### src/rtl/wb_stage.sv
// wb_stage: writeback pipeline register, register-file write port, retire counter
// and halt latch. Define WB_COMMIT_TRACE_EN to add the back-pressured commit trace port.
module wb_stage #(
   parameter int unsigned          CNT_WIDTH = 64,
   parameter int unsigned          PC_WIDTH  = 64,
   parameter int unsigned          REG_WIDTH = 6,
   parameter int unsigned          CPU_WIDTH = 64,
   parameter logic [REG_WIDTH-1:0] RNONE     = '1
) (
   input  logic                 clk_i,
   input  logic                 rst_i,
   input  logic                 M_valid_i,
   input  logic [PC_WIDTH-1:0]  M_pc_i,
   input  logic [1:0]           M_stat_i,
   input  logic [REG_WIDTH-1:0] M_dstE_i,
   input  logic [CPU_WIDTH-1:0] M_valE_i,
   input  logic [REG_WIDTH-1:0] M_dstM_i,
   input  logic [CPU_WIDTH-1:0] m_valM_i,
   input  logic                 W_stall_i,
   input  logic                 W_bubble_i,
   output logic [REG_WIDTH-1:0] W_dstE_o,
   output logic [CPU_WIDTH-1:0] W_valE_o,
   output logic [REG_WIDTH-1:0] W_dstM_o,
   output logic [CPU_WIDTH-1:0] W_valM_o,
   output logic                 wb_stall_o,
   output logic                 halted_o,
   output logic [1:0]           stat_o,
   output logic [CNT_WIDTH-1:0] instret_o
`ifdef WB_COMMIT_TRACE_EN
   ,
   output logic                 commit_valid_o,
   input  logic                 commit_ready_i,
   output logic [PC_WIDTH-1:0]  commit_pc_o,
   output logic [REG_WIDTH-1:0] commit_rd_o,
   output logic [CPU_WIDTH-1:0] commit_data_o
`endif
);

   localparam logic [1:0] STAT_AOK = 2'd0;

   typedef struct packed {
      logic                 valid;
      logic [PC_WIDTH-1:0]  pc;
      logic [1:0]           stat;
      logic [REG_WIDTH-1:0] dst_e;
      logic [CPU_WIDTH-1:0] val_e;
      logic [REG_WIDTH-1:0] dst_m;
      logic [CPU_WIDTH-1:0] val_m;
   } w_reg_t;

   typedef enum logic {
      S_RUN,
      S_HALT
   } state_t;

   w_reg_t               w_q, w_d, m_in, w_bubble;
   state_t               state_q, state_d;
   logic [1:0]           stat_q, stat_d;
   logic [CNT_WIDTH-1:0] instret_q;
   logic                 run, hold, retire, wb_stall;

   assign w_bubble = '{valid: 1'b0, pc: '0, stat: STAT_AOK,
                       dst_e: RNONE, val_e: '0, dst_m: RNONE, val_m: '0};

   // A bubble arriving from M must never write the register file.
   always_comb begin
      m_in.valid = M_valid_i;
      m_in.pc    = M_pc_i;
      m_in.stat  = M_stat_i;
      m_in.dst_e = M_valid_i ? M_dstE_i : RNONE;
      m_in.val_e = M_valE_i;
      m_in.dst_m = M_valid_i ? M_dstM_i : RNONE;
      m_in.val_m = m_valM_i;
   end

   // Commit back-pressure outranks the hazard unit's bubble so an uncommitted
   // instruction is never overwritten.
   always_comb begin
      // NOTE: every always_comb output gets a default first so no path leaves it unassigned (no latch).
      w_d = w_q;
      if (wb_stall) begin
         w_d = w_q;
      end else if (W_bubble_i) begin
         w_d = w_bubble;
      end else if (W_stall_i) begin
         w_d = w_q;
      end else begin
         w_d = m_in;
      end
   end

   always_ff @(posedge clk_i) begin
      // NOTE: state is updated with non-blocking assignments so every flop samples pre-edge values.
      if (rst_i) begin
         w_q <= w_bubble;
      end else begin
         w_q <= w_d;
      end
   end

   assign run  = (state_q == S_RUN);
   assign hold = W_stall_i | wb_stall;

   always_comb begin
      state_d = state_q;
      stat_d  = stat_q;
      if (run && w_q.valid && (w_q.stat != STAT_AOK) && !hold) begin
         state_d = S_HALT;
         stat_d  = w_q.stat;
      end
   end

   always_ff @(posedge clk_i) begin
      if (rst_i) begin
         state_q <= S_RUN;
         stat_q  <= STAT_AOK;
      end else begin
         state_q <= state_d;
         stat_q  <= stat_d;
      end
   end

   // HLT retires; ADR/INS (stat[1] set) are faults and do not.
   assign retire = w_q.valid & run & ~hold & ~w_q.stat[1];

   always_ff @(posedge clk_i) begin
      if (rst_i) begin
         instret_q <= '0;
      end else if (retire) begin
         instret_q <= instret_q + CNT_WIDTH'(1);
      end
   end

   assign W_dstE_o   = run ? w_q.dst_e : RNONE;
   assign W_valE_o   = w_q.val_e;
   assign W_dstM_o   = run ? w_q.dst_m : RNONE;
   assign W_valM_o   = w_q.val_m;
   assign wb_stall_o = wb_stall;
   assign halted_o   = (state_q == S_HALT);
   assign stat_o     = stat_q;
   assign instret_o  = instret_q;

`ifdef WB_COMMIT_TRACE_EN
   // Payload comes straight from W, which is frozen while the stall holds.
   assign commit_valid_o = w_q.valid & run;
   assign commit_pc_o    = w_q.pc;
   assign commit_rd_o    = (w_q.dst_m != RNONE) ? w_q.dst_m : w_q.dst_e;
   assign commit_data_o  = (w_q.dst_m != RNONE) ? w_q.val_m : w_q.val_e;
   assign wb_stall       = commit_valid_o & ~commit_ready_i;
`else
   logic unused_pc;
   assign unused_pc = ^w_q.pc;
   assign wb_stall  = 1'b0;
`endif

endmodule

### config.mk
export PLATFORM = sky130hd
export DESIGN_NAME = wb_stage
export DESIGN_NICKNAME = d
export VERILOG_FILES = /design/src/rtl/wb_stage.sv
export SDC_FILE = /design/constraint.sdc
export NUM_CORES = 1
export LEC_CHECK = 0
export BUFFER_PORTS_ARGS = -buffer_cell sky130_fd_sc_hd__buf_2
export CORE_MARGIN = 5
export CORE_UTILIZATION = 25
export CTS_BUF_LIST = sky130_fd_sc_hd__clkbuf_4 sky130_fd_sc_hd__clkbuf_8 sky130_fd_sc_hd__clkbuf_16
export DETAILED_ROUTE_END_ITERATION = 8
export HOLD_SLACK_MARGIN = 0.02
export PLACE_DENSITY = 0.48
export SETUP_SLACK_MARGIN = 0.3
export SLEW_MARGIN = 20
export SYNTH_ARGS = -nofsm -noshare
export SYNTH_HDL_FRONTEND = slang
export SYNTH_SLANG_ARGS = --single-unit
### constraint.sdc
create_clock -name clk_i -period 2.8 [get_ports clk_i]
set_input_delay 0.42 -clock clk_i [delete_from_list [all_inputs] [get_ports clk_i]]
set_output_delay 0.42 -clock clk_i [all_outputs]
set_load 0.01 [all_outputs]
# Word level (Yosys, flattened, before mapping)
# Cells that the tools add are included.
# word_totals
register_bits	210
input_bits	211
output_inout_bits	208
word_cells	26
# op_classes
addsub	1
mux	4
bitwise_logic	6
n_reduce_logical	6
# op_table
op	count
adder 64 x 1 -> 64 bit (second input constant)	1
two-way mux 6 bit	4
bitwise AND 1 bit	3
logical AND 1 bit	3
inverter 1 bit	3
nonzero test 2 bit	1
OR reduction 2 bit	1
logical NOT 1 bit	1

# Logic depth before layout (Yosys ltp)
# logic_depth
ltp_word	4
ltp_mapped	9
depth_no_buf	6

# Worst setup path before layout
# Ideal clock, no wire load.
# synth_timing
kind	in2reg
from	in W_stall_i
to	reg instret_q[61], in the netlist instret_o[61]
setup_time_ns	0.121
t_arrival_ns	2.269
t_required_ns	2.679
setup_slack_ns	0.411
stages	8
n_path_buf	3
cell_sequence	buf_6 -> nor4b_4 -> buf_6 -> nand2_4 -> or4_1 -> clkbuf_1 -> nor4_1 -> mux2_2
# synth_between
elab_chain_len	3
# synth_rtl
element	line	text
start: declaration	19	input logic W_stall_i,
inverter 1 bit	124	assign retire = w_q.valid & run & ~hold & ~w_q.stat[1];
bitwise AND 1 bit (2 in series)	124	
end signal: assignment	130	instret_q <= instret_q + CNT_WIDTH'(1);
end: declaration	59	logic [CNT_WIDTH-1:0] instret_q;
# No other way between the ends.
# A chain may end at the register's enable or synchronous reset.

# Final worst setup path
# layout_timing
from	reg instret_q[12], in the netlist instret_o[12]
to	reg instret_q[61], in the netlist instret_o[61]
# layout_between
elab_chain_len	1
# layout_rtl
element	line
adder 64 x 1 -> 64 bit	130
# No other way between the ends.

==> impl_metrics.json <==
{
  "status": "finished clean",
  "preCtsSetupSlack_ps": 195,
  "io_pins": 419,
  "cts_resized": 0,
  "antenna_found_initial": 7,
  "grt_pass1_vias": 7740,
  "fin_skew_ps": 6.04,
  "critPathArrivalTime_ps": 2820,
  "syn_area_per_cell_um2": 9.17,
  "maxSlewHeadroom": 0.299,
  "synth_edf_count": 0,
  "cts_setup_buffers": 0,
  "fin_area_mm2": 0.0116,
  "syn_nets": 1231,
  "die_area_mm2": 0.0413,
  "tritoncts": "built",
  "end_kind": "register",
  "grt_pass1_wl_mm": 43.2,
  "maxCapViolCount": 0,
  "dpl.hpwl_mm": 20.9,
  "synthFlopType": "dfxtp_1",
  "globalRouteOverflowTotal": 0,
  "worstMarginPinSlew_ps": 1050,
  "htreeDepth": 1,
  "use_met1": 0.152,
  "start_util": 0.254,
  "synthCells": 1019,
  "syn_area_mm2": 0.00934,
  "fin_setup_tns_ps": 0,
  "synth_cell_type_count": 39,
  "layout_min_cycle_time_ps": 2400,
  "setup_viol": 0,
  "irDropWorstVdd_v": 0.000395,
  "drive_above_1_share": 0.356,
  "grt_use_met2": 0.217,
  "fill_cells": 3902,
  "path_cells": "and4_1, nand4_2, or3_1, nor4_1, mux2_2",
  "cts.sinks": 210,
  "path_max_fanout": 8,
  "ys_top_cells_by_count": "dfxtp_1 (210), nor2_1 (173), mux2i_1 (131), buf_4 (129), clkbuf_1 (49)",
  "start_kind": "register",
  "worst-endpoint-required_ps": 3210,
  "path_class": "register to register",
  "vias": 7723,
  "async_flop_share": 0,
  "num-nets-final": 1449,
  "grt_max_degree": 133,
  "clockBufferDepth": 3,
  "wl_mm": 28.3,
  "crit_path_max_incr_delay_ps": 570,
  "first_pass_iters": 4,
  "drtAntennaViolNets": 0,
  "path_buf_inv": 0,
  "drt_iter0_markers": 268,
  "timing.final.ws_setup_ps": 397,
  "use_met3": 0.0522,
  "yosys-top-cells-area": "dfxtp_1 (45%), mux2i_1 (14%), buf_4 (10%)",
  "rrSetupSlack_ps": 400,
  "cts_made_buffers": 26,
  "clk_pin_slew_ps": 60,
  "min_path_type": "primary input to register",
  "slew_viol_final": 0,
  "leakage_nw": 5.28,
  "route.detailed.drc": 0,
  "die_height_um": 203,
  "synth_top_area_share": 0.450,
  "ys_warn_count": 0,
  "dieWidth_um": 203,
  "wl_per_cell_um": 16.4,
  "seq_area_frac_synth": 0.450,
  "fmax_mhz": 416,
  "clock_latency_ps": 530,
  "power.density_mw_per_mm2": 602,
  "fin_crit_sh": 0.858,
  "path_delay_family": "simple AND/OR/NAND/NOR gates",
  "port_buffers": 353,
  "num_rows": 70,
  "core_mm2": 0.0368,
  "grt.total_usage": 0.128,
  "slowest_stage": "or3_1",
  "grt_busiest_layer": "met2",
  "areaGrowthSynthToFinish_pct": 24.1,
  "yosysMostFrequentCell": "dfxtp_1",
  "place_area_mm2": 0.0107,
  "via_per_inst": 4.47,
  "rsz0062_at_grt": "true",
  "ctsHoldBuffers": 0,
  "hold_viol_final": 0,
  "synth_seq_cells": 210,
  "routabilityCongestion": 0.800,
  "clockRootBuffer": "clkbuf_16",
  "yosysTopAreaCell": "dfxtp_1"
}
## area by class of cell
type | instances | area, um2 | share of cell area
multi-input cells | 617 | 3930 | 0.339
clock inverters | 8 | 104 | 0.00895
inverters | 10 | 37.5 | 0.00324
diodes | 3 | 7.51 | 0.000647
clock buffers | 39 | 779 | 0.0672
flip-flops and latches | 210 | 4200 | 0.362
repair buffers | 372 | 1950 | 0.168
well taps | 468 | 586 | 0.0505
## metal layers
metal	up-vias	wire length [um]
met2	278	13200
met3	48	2680
met4	8	580
li1	3811	-
met1	3578	11800
met5	-	56
## metrics by stage
| stage | cells | total power, W | hold slack (ps) | util |
|---|---|---|---|---|
| after detailed placement | 1676 | 0.00365 | 460 | 0.291 |
| after global routing | 1725 | 0.00730 | 68.0 | 0.315 |
| after global placement | 1676 | 0.00364 | 457 | 0.291 |
| after CTS | 1723 | 0.00711 | 64.9 | 0.315 |
| final | 1727 | 0.00698 | 107 | 0.315 |
| after floorplan | 1019 | 0.00349 | 442 | - |
## registers in the layout, indices dropped and copies added, names as in the netlist
signal,flops
W_valM_o,64
halted_o,1
instret_o,64
stat_o,2
W_valE_o,64
w_q,15
## final timing paths
path | start | cells after the start | endpoint
worst max-delay path | instret_o[12] | 5 | instret_o[61]
worst min-delay path | M_valE_i[21] | 3 | W_valE_o[21]
worst max register to register | instret_o[12] | 5 | instret_o[61]
worst min register to register | w_q[69] | 2 | w_q[69]
## cells in the final DEF (no fill, tap or decap), drive strengths merged, types with 4 or more instances in the layout
cell / Yosys / final
o22ai: 12 / 12
clkinv: 0 / 5
or4: 22 / 23
nor3: 19 / 19
and4: 8 / 8
or2: 18 / 18
nand3: 23 / 23
nor4: 12 / 12
or3: 15 / 15
nor2: 173 / 173
xnor2: 23 / 23
a21oi: 33 / 33
xor2: 7 / 7
mux2: 4 / 4
nand4: 21 / 21
and3: 8 / 8
mux2i: 131 / 131
buf: 134 / 372
clkbuf: 49 / 39
o31ai: 15 / 15
inv: 10 / 10
o21ai: 11 / 11
nor2b: 4 / 4
dfxtp: 210 / 210
nand2: 46 / 46
## report_power, final
group | total, W | internal [W] | switching, W | leakage, nW
Clock | 0.00341 | 0.00210 | 0.00130 | 0.444
Sequential | 0.00309 | 0.00306 | 0.0000333 | 1.70
Combinational | 0.000485 | 0.000232 | 0.000252 | 3.13
## logic make-up after synthesis
logic type | synth area share
compound gates | 0.0465
xor+xnor | 0.0281
fa+ha+maj | 0.00134
buf+inv | 0.132
flops | 0.450
mux | 0.145
other cells | 0.000401
simple gates | 0.197
## worst min-delay path: stages
cell	delay, ps
buf_2	70
mux2i_1	50
nor2_1	70
Note: power is estimated with default switching activity, not from simulation.
